`config.mk`:
```
export PLATFORM = sky130hd
export DESIGN_NAME = button_conditioner
export DESIGN_NICKNAME = d
export VERILOG_FILES = /design/src/rtl/game_pkg.sv /design/src/rtl/button_debounce_ch.sv /design/src/rtl/button_conditioner.sv
export SDC_FILE = /design/constraint.sdc
export NUM_CORES = 1
export LEC_CHECK = 0
export ABC_CLOCK_PERIOD_IN_PS = 6300
export BUFFER_PORTS_ARGS = -buffer_cell sky130_fd_sc_hd__buf_2
export CORE_ASPECT_RATIO = 1.5
export CORE_MARGIN = 5
export CORE_UTILIZATION = 35
export DETAILED_ROUTE_END_ITERATION = 10
export HOLD_SLACK_MARGIN = 0.15
export SETUP_SLACK_MARGIN = 0.3
export SYNTH_ARGS = -nofsm -noshare
export SYNTH_HDL_FRONTEND = slang
export SYNTH_SLANG_ARGS = --single-unit
```
`constraint.sdc`:
```
create_clock -name clk -period 6.3 [get_ports clk]
set_input_delay 0.63 -clock clk [delete_from_list [all_inputs] [get_ports clk]]
set_output_delay 0.63 -clock clk [all_outputs]
set_load 0.02 [all_outputs]
```
`src/rtl/game_pkg.sv`:
```
// Shared types and constants for the game input path.
package game_pkg;

    // Per-channel debounce FSM states.
    typedef enum logic [1:0] {
        IDLE       = 2'd0,
        CONFIRM_HI = 2'd1,
        HELD       = 2'd2,
        CONFIRM_LO = 2'd3
    } btn_state_t;

    // Bit positions of the board buttons on the conditioner bus.
    localparam int BTN_LEFT   = 0;
    localparam int BTN_RIGHT  = 1;
    localparam int BTN_LAUNCH = 2;

endpackage

```
`src/rtl/button_debounce_ch.sv`:
```
// One button channel: 2-flop synchroniser, then a confirm-counter FSM that
// accepts a change only after DEBOUNCE_CYCLES+1 consecutive stable samples.
// level/press/lift are registered; press and lift are one-cycle strobes.
//
// Handshake: none. raw is free-running and asynchronous; outputs are plain
// registered levels/strobes with no back-pressure.
module button_debounce_ch
    import game_pkg::*;
#(
    parameter int DEBOUNCE_CYCLES = 500000
) (
    input  logic clk,
    input  logic rst,
    input  logic raw,
    output logic level,
    output logic press,
    output logic lift
);

    localparam int               CNT_W    = $clog2(DEBOUNCE_CYCLES);
    localparam logic [CNT_W-1:0] CNT_LAST = CNT_W'(DEBOUNCE_CYCLES - 1);

    logic             sync_a;
    logic             s;
    btn_state_t       state;
    logic [CNT_W-1:0] cnt;

    // Bring the raw pin into the clk domain before anything looks at it.
    always_ff @(posedge clk or posedge rst) begin
        if (rst) begin
            sync_a <= 1'b0;
            s      <= 1'b0;
        end else begin
            sync_a <= raw;
            s      <= sync_a;
        end
    end

    // Debounce FSM: a change is accepted only after the counter reaches
    // CNT_LAST with the synchronised input still at the new value; any
    // return to the old value drops back without a strobe.
    always_ff @(posedge clk or posedge rst) begin
        if (rst) begin
            state <= IDLE;
            cnt   <= '0;
            level <= 1'b0;
            press <= 1'b0;
            lift  <= 1'b0;
        end else begin
            press <= 1'b0;
            lift  <= 1'b0;
            case (state)
                IDLE: begin
                    if (s) begin
                        state <= CONFIRM_HI;
                        cnt   <= '0;
                    end
                end
                CONFIRM_HI: begin
                    if (!s) begin
                        state <= IDLE;
                    end else if (cnt == CNT_LAST) begin
                        state <= HELD;
                        level <= 1'b1;
                        press <= 1'b1;
                    end else begin
                        cnt <= cnt + CNT_W'(1);
                    end
                end
                HELD: begin
                    if (!s) begin
                        state <= CONFIRM_LO;
                        cnt   <= '0;
                    end
                end
                CONFIRM_LO: begin
                    if (s) begin
                        state <= HELD;
                    end else if (cnt == CNT_LAST) begin
                        state <= IDLE;
                        level <= 1'b0;
                        lift  <= 1'b1;
                    end else begin
                        cnt <= cnt + CNT_W'(1);
                    end
                end
                default: begin
                    state <= IDLE;
                end
            endcase
        end
    end

endmodule

```
`src/rtl/button_conditioner.sv`:
```
// Conditions the raw board buttons (left, right, launch) for the game logic.
// Each channel is an independent button_debounce_ch; outputs are bit-packed
// using the game_pkg BTN_* positions.
module button_conditioner
    import game_pkg::*;
#(
    parameter int NUM_BTN         = 3,
    parameter int DEBOUNCE_CYCLES = 500000
) (
    input  logic               clk,
    input  logic               rst,
    input  logic [NUM_BTN-1:0] btn_raw,
    output logic [NUM_BTN-1:0] btn_level,
    output logic [NUM_BTN-1:0] btn_press,
    output logic [NUM_BTN-1:0] btn_release
);

    // One identical debounce channel per button bit.
    for (genvar g = 0; g < NUM_BTN; g++) begin : g_ch
        button_debounce_ch #(
            .DEBOUNCE_CYCLES(DEBOUNCE_CYCLES)
        ) u_ch (
            .clk  (clk),
            .rst  (rst),
            .raw  (btn_raw[g]),
            .level(btn_level[g]),
            .press(btn_press[g]),
            .lift (btn_release[g])
        );
    end

endmodule

```
==> out/metrics.csv, run 1 <==
stage;metric;value;unit
worst_setup_path;delay of the slowest critical-path stage;0.65;ns
worst_setup_path;r2r worst-path depth;5;
clocking;Worst-path clk slew;0.06;ns
global_routing;largest net degree at the start of global routing;79;
synthesis;post-synth top area share;48.89;%
worst_setup_path;Crit path required time;6.52;ns
die;io pins;14;
global_routing;first-pass GRT wire length;13770;µm
synthesis;Avg Inst Size Synth;9.834;µm²
timing;period utilization;37.19;%
worst_setup_path;CP delay by family, top;simple AND/OR/NAND/NOR gates;
route;drt pass-1 iters;6;
route;Final ANT Viol Nets;0;
synthesis;Post-Synthesis Cells;406;
synthesis;FF+latch count, synth;78;
timing;final worst slack;3.957;ns
final_layout;Post-Route Utilization;39.65;%
route;vias post-DR;2996;
power;LEAKAGE;1.928;nW
timing;Final setup violation count;0;
route;Via density;5.340;
timing;fin. max-slew vios;0;
place;Cell Area, Placed;0.004116;mm²
clocking;cts bufs inserted;9;
route;DRC;0;
worst_setup_path;WP buf/inv;0;
synthesis;yosys warns;0;
worst_setup_path;critical path class;register to register;
clocking;CTS tree;done;
clocking;root buffer cell;clkbuf_16;
synthesis;Post-synth EDFFs;0;
worst_setup_path;crit path cell chain;nand4b_1, or3_1, o31ai_4, nor2_1, mux2_2;
route;Detailed Route WL;7857;µm
place;Final Wtd Congestion;0.8208;
timing;worst clock skew;0.006725;ns
clocking;CTS max path bufs;2;
place;port buffer count;13;
final_layout;Layout area overhead;10.37;%
die;Core Region;0.01111;mm²
global_routing;antenna violations before repair;0;
synthesis;top cells by area, synth;dfrtp_1 49%, xor2_1 3.9%, nor2_1 3.4%;
worst_setup_path;largest fanout on the critical path;19;
final_layout;share of cells above drive strength 1;13.29;%
die;Initial Utilization;35.92;%
clocking;clock sinks;78;
clocking;hold-fix buffers at CTS;0;
timing;worst slew pin tran;1.081;ns
timing;final hold slack;0.3538;ns
worst_setup_path;Startpoint Class;register;
final_layout;commonest non-fill, non-tap cell in the layout;dfrtp_1;
clocking;worst skew pair latency;0.34;ns
timing;TNS Setup;0;ns
worst_setup_path;CP Depth;5;
route;drt initial violations;183;
synthesis;synthesized area;0.003993;mm²
global_routing;vias in the first global route;3019;
synthesis;area leader, netlist;dfrtp_1;
place;pre-CTS setup slack;3.991;ns
min_path;worst hold stages;0;
die;die height;140.8;µm
die;die area;0.01369;mm²
timing;Max Clk Rate;0.4269;GHz
timing;Worst slew margin;27.69;%
power;Power, Total;1.084;mW
worst_setup_path;Worst Setup End Kind;register;
synthesis;Synth Net Count;414;
place;DP HPWL;5357;µm
final_layout;final instance area;0.004407;mm²
final_layout;most frequent cells in the layout;78 x dfrtp_1, 36 x nor2_1, 33 x nand2_1;
power;Power Dens Cells;246.0;mW/mm²
timing;Hold Fails Final Rpt;0;
synthesis;Netlist cell types;61;
die;Die X-Extent;97.21;µm
clocking;post-CTS setup buffers;0;
place;placed cell count;545;
power;Max IR drop VDD;0.1543;mV
clocking;post-CTS resize count;0;
clocking;H-tree depth;3;
run;MaxCap Viol Count;0;
worst_setup_path;Worst EP arrival;2.56;ns
status;status;complete, no violations;
final_layout;net count of the finished layout;417;
synthesis;ys flop type;dfrtp_1;
global_routing;grt total ovfl;0;
die;Row Count;47;
synthesis;Seq/Total Area, Yosys;48.89;%
timing;fin crit period;2.343;ns
route;Avg WL per Cell;14.01;µm
min_path;Hold Path Class;register to register;
global_routing;GRT Overall Usage;12.16;%
synthesis;Synth async-reset ratio;100.0;%
timing;RSZ-0062 raised after global routing;no;
final_layout;Non-Filler Instances;561;
worst_setup_path;Crit-path slowest cell;o31ai_4;
final_layout;# diodes;0;
## cells by family (layout without fill, tap and decap cells)
kind of cell | after synthesis | in the layout | synth area share (%)
AO/OA/AOI/OAI | 88 | 88 | 14.23
XOR/XNOR | 23 | 23 | 5.233
adder cells (fa/ha/maj) | 3 | 3 | 0.9402
buffers and inverters | 33 | 41 | 4.481
flip-flops | 78 | 78 | 48.89
multiplexers | 9 | 9 | 2.350
AND/OR/NAND/NOR | 172 | 172 | 23.88
## Yosys cell counts (8+ instances only)
| library cell | instances |
|---|---|
| xor2_1 | 18 |
| nand4_1 | 18 |
| inv_1 | 8 |
| o21ai_0 | 26 |
| dfrtp_1 | 78 |
| nand2_1 | 33 |
| a31oi_1 | 8 |
| a21oi_1 | 19 |
| and3_1 | 11 |
| nand3_1 | 23 |
| nor2_1 | 36 |
| buf_4 | 9 |
## final timing paths
check / startpoint / end / slack (ns)
min in group asynchronous: rst / async pin / 0.58
worst max register to register: g_ch[0].u_ch.state[0]$_DFFE_PP0P_ / g_ch[0].u_ch.cnt[0]$_DFFE_PP0P_ / 3.96
worst min register to register: g_ch[1].u_ch.sync_a$_DFF_PP0_ / g_ch[1].u_ch.s$_DFF_PP0_ / 0.35
max in group asynchronous: rst / g_ch[0].u_ch.cnt[3]$_DFFE_PP0P_ / 5.09
worst max-delay path: g_ch[0].u_ch.state[0]$_DFFE_PP0P_ / g_ch[0].u_ch.cnt[0]$_DFFE_PP0P_ / 3.96
worst min-delay path: g_ch[1].u_ch.sync_a$_DFF_PP0_ / g_ch[1].u_ch.s$_DFF_PP0_ / 0.35
## area by class of cell
type                            instances  area [µm²]
Clock buffer                            9       225.2
Multi-Input combinational cell        295        1862
Tap cell                              147       183.9
Clock inverter                          7       65.06
Fill cell                            1069        6708
Timing Repair Buffer                   15       80.08
Sequential cell                        78        1952
Inverter                               10       38.79
## worst register-to-register path, stage by stage (launching register included)
cell	delay, ns
dfrtp_1	0.62
nand4b_1	0.14
or3_1	0.40
o31ai_4	0.65
nor2_1	0.13
mux2_2	0.29
## flip-flops by register name (all words and copies together) (netlist names), named ones only
register,cells
g_ch.u_ch.state,3
g_ch.u_ch.cnt,57
g_ch.u_ch.lift,3
g_ch.u_ch.level,3
g_ch.u_ch.sync_a,3
g_ch.u_ch.s,3
g_ch.u_ch.press,3
## power by group
part	internal [mW]	switching (mW)
logic	0.0204	0.0347
registers	0.515	0.0185
clock network	0.276	0.219
total	0.812	0.272
## routing by layer
metal	track usage, %	part of all wire, %	vias up
li1	-	-	1485
met1	13.00	43	1468
met2	22.09	52	28
met3	2.719	2.2	15
met4	6.583	2.6	0
met5	0	0	-
No activity file was read; power rests on OpenSTA's default activity.
==> inputs of run 2 (changes only) <==
Settings changed: ABC_AREA set to 1, ABC_CLOCK_PERIOD_IN_PS 6300 to 2400.
Clock period 6.3 ns to 2.4 ns, I/O delays scaled along.
==> out/metrics.csv, run 2 <==
stage;metric;value;unit
status;status;complete, no violations;
final_layout;most frequent cells in the layout;211 x nand2_1, 78 x dfrtp_1, 75 x nand3_1, 75 x nor2_1, 63 x inv_1;
timing;Final setup violation count;0;
timing;Hold Fails Final Rpt;0;
place;DP HPWL;7294;µm
place;Final Wtd Congestion;0.8760;
synthesis;Synth async-reset ratio;100.0;%
synthesis;cell with the most instances after synthesis;nand2_1;
worst_setup_path;Reg-to-Reg End;g_ch[0].u_ch.cnt[8]$_DFFE_PP0P_;
min_path;HP Start;g_ch[2].u_ch.sync_a$_DFF_PP0_;
route;drt initial violations;226;
synthesis;area leader, netlist;dfrtp_1;
timing;Worst slew margin;64.10;%
clocking;Worst-path clk slew;0.06;ns
place;Cell Area, Placed;0.004856;mm²
timing;Max Clk Rate;0.5214;GHz
synthesis;synthesized area;0.004738;mm²
place;pre-CTS setup slack;0.4101;ns
route;Final ANT Viol Nets;0;
synthesis;Netlist cell types;31;
route;vias post-DR;4065;
route;Detailed Route WL;9989;µm
timing;fin. max-slew vios;0;
timing;final hold slack;0.3473;ns
final_layout;commonest non-fill, non-tap cell in the layout;nand2_1;
worst_setup_path;Startpoint Class;register;
clocking;cts bufs inserted;9;
power;Power Dens Cells;590.5;mW/mm²
route;Via density;4.857;
final_layout;Post-Route Utilization;39.23;%
die;Initial Utilization;35.35;%
timing;worst slew pin tran;0.5374;ns
min_path;Hold Path Class;register to register;
global_routing;largest net degree at the start of global routing;57;
synthesis;Seq/Total Area, Yosys;41.19;%
worst_setup_path;critical path class;register to register;
worst_setup_path;largest fanout on the critical path;32;
synthesis;Synth Net Count;669;
synthesis;Post-synth EDFFs;0;
die;Core Region;0.01340;mm²
final_layout;# diodes;0;
final_layout;share of cells above drive strength 1;10.22;%
min_path;Worst Hold Path EP;g_ch[2].u_ch.s$_DFF_PP0_;
place;port buffer count;13;
final_layout;final instance area;0.005258;mm²
final_layout;net count of the finished layout;678;
power;Max IR drop VDD;0.3513;mV
route;DRC;0;
global_routing;antenna violations before repair;0;
power;LEAKAGE;2.306;nW
final_layout;Biggest register;g_ch.u_ch.cnt;
synthesis;FF+latch count, synth;78;
route;drt pass-1 iters;4;
final_layout;Layout area overhead;10.96;%
die;die height;152.5;µm
die;Row Count;52;
synthesis;top cells by area, synth;dfrtp_1 41%, nand2_1 17%, nand3_1 7.9%;
synthesis;Post-Synthesis Cells;661;
timing;period utilization;79.91;%
worst_setup_path;Crit path required time;2.60;ns
global_routing;vias in the first global route;3840;
timing;worst clock skew;0.009085;ns
global_routing;first-pass GRT wire length;17550;µm
timing;final worst slack;0.4821;ns
die;Die X-Extent;105;µm
clocking;root buffer cell;clkbuf_16;
final_layout;max FFs per register;57;
min_path;worst hold stages;0;
worst_setup_path;reg-to-reg setup timing slack;0.48;ns
clocking;CTS max path bufs;2;
worst_setup_path;r2r worst-path depth;8;
global_routing;grt total ovfl;0;
synthesis;post-synth top area share;41.19;%
clocking;CTS tree;done;
synthesis;ys flop type;dfrtp_1;
clocking;worst skew pair latency;0.33;ns
worst_setup_path;Worst EP arrival;2.12;ns
global_routing;GRT Overall Usage;12.88;%
clocking;clock sinks;78;
synthesis;Avg Inst Size Synth;7.168;µm²
synthesis;leading post-synthesis cells by instance count;211 x nand2_1, 78 x dfrtp_1, 75 x nand3_1, 75 x nor2_1, 64 x inv_1;
route;Avg WL per Cell;11.93;µm
timing;fin crit period;1.918;ns
timing;TNS Setup;0;ns
synthesis;yosys warns;0;
run;MaxCap Viol Count;0;
clocking;H-tree depth;3;
worst_setup_path;Worst Setup End Kind;register;
die;io pins;14;
die;die area;0.01601;mm²
timing;RSZ-0062 raised after global routing;no;
worst_setup_path;Reg-to-Reg Start;g_ch[0].u_ch.cnt[0]$_DFFE_PP0P_;
## run 2: changes by cell type after synthesis, moves of 8 or more
cell	change
nand2_1	+178
inv_1	+56
nand3_1	+52
nor2_1	+39
a21oi_1	-18
xor2_1	-13
and3_1	-11
o21bai_1	+9
or2_2	+9
a31oi_1	-8
o21ai_2	+8
## run 2: logic make-up after synthesis
logic type | Yosys count | synth area share [%]
flip-flops | 78 | 41.19
buffers and inverters | 91 | 9.664
XOR/XNOR | 5 | 0.9242
AND/OR/NAND/NOR | 424 | 39.98
AO/OA/AOI/OAI | 60 | 7.446
adder cells (fa/ha/maj) | 3 | 0.7923
## run 2: critical path, cell delays in order, from the launching register on
cell	delay [ns]
dfrtp_1	0.46
ha_2	0.30
inv_1	0.09
nor2_2	0.19
nand3_2	0.12
nor2_4	0.17
nor2_4	0.09
inv_4	0.22
o21ai_0	0.15
## run 2: repair_timing
item	in CTS	in global routing
resized for setup	0	2
hold buffers	4	0
setup buffers	0	1
hold endpoints to repair	25	0
setup endpoints to repair	0	33
## run 2: worst max-delay path by stage
| stage | from | slack [ns] | end | depth (start not counted) |
|---|---|---|---|---|
| after floorplan | g_ch[2].u_ch.cnt[0]$_DFFE_PP0P_ | 0.76 | g_ch[2].u_ch.cnt[13]$_DFFE_PP0P_ | 10 |
| after CTS | g_ch[2].u_ch.cnt[0]$_DFFE_PP0P_ | 0.38 | g_ch[2].u_ch.cnt[5]$_DFFE_PP0P_ | 9 |
| after global routing | g_ch[0].u_ch.cnt[0]$_DFFE_PP0P_ | 0.31 | g_ch[0].u_ch.cnt[7]$_DFFE_PP0P_ | 9 |
| after detailed placement | g_ch[2].u_ch.cnt[0]$_DFFE_PP0P_ | 0.41 | g_ch[2].u_ch.cnt[5]$_DFFE_PP0P_ | 9 |
| final | g_ch[0].u_ch.cnt[0]$_DFFE_PP0P_ | 0.48 | g_ch[0].u_ch.cnt[8]$_DFFE_PP0P_ | 8 |
| after global placement | g_ch[0].u_ch.cnt[0]$_DFFE_PP0P_ | 0.44 | g_ch[0].u_ch.cnt[15]$_DFFE_PP0P_ | 8 |
## run 2: cell type report
cell class	instances	area, µm²
fillers	1385	8145
multi-input cells	492	2331
flip-flops and latches	78	1952
inverters	67	267.8
clock buffers	11	242.7
well taps	162	202.7
repair buffers	22	155.1
clock inverters	5	106.4
## run 2: metal layers
metal / global-route usage [%] / vias up / wire, µm
li1: - / 2128 / -
met1: 15.09 / 1882 / 4283
met2: 23.03 / 40 / 5299
met3: 2.247 / 15 / 208
met4: 5.058 / 0 / 198
met5: 0 / - / 0
## run 2: stage by stage
step,total power [mW],instances
4_1_cts,3.144,836
3_5_place_dp,1.533,816
5_1_grt,3.231,837
2_1_floorplan,1.505,661
6_report,3.105,837
3_3_place_gp,1.530,816
## run 2: where the power goes
part	total, mW	switching (mW)	leakage, nW	internal, mW
Combinational	0.144	0.101	1.08	0.0431
Clock	1.59	0.544	0.166	1.05
Sequential	1.37	0.0292	1.06	1.34
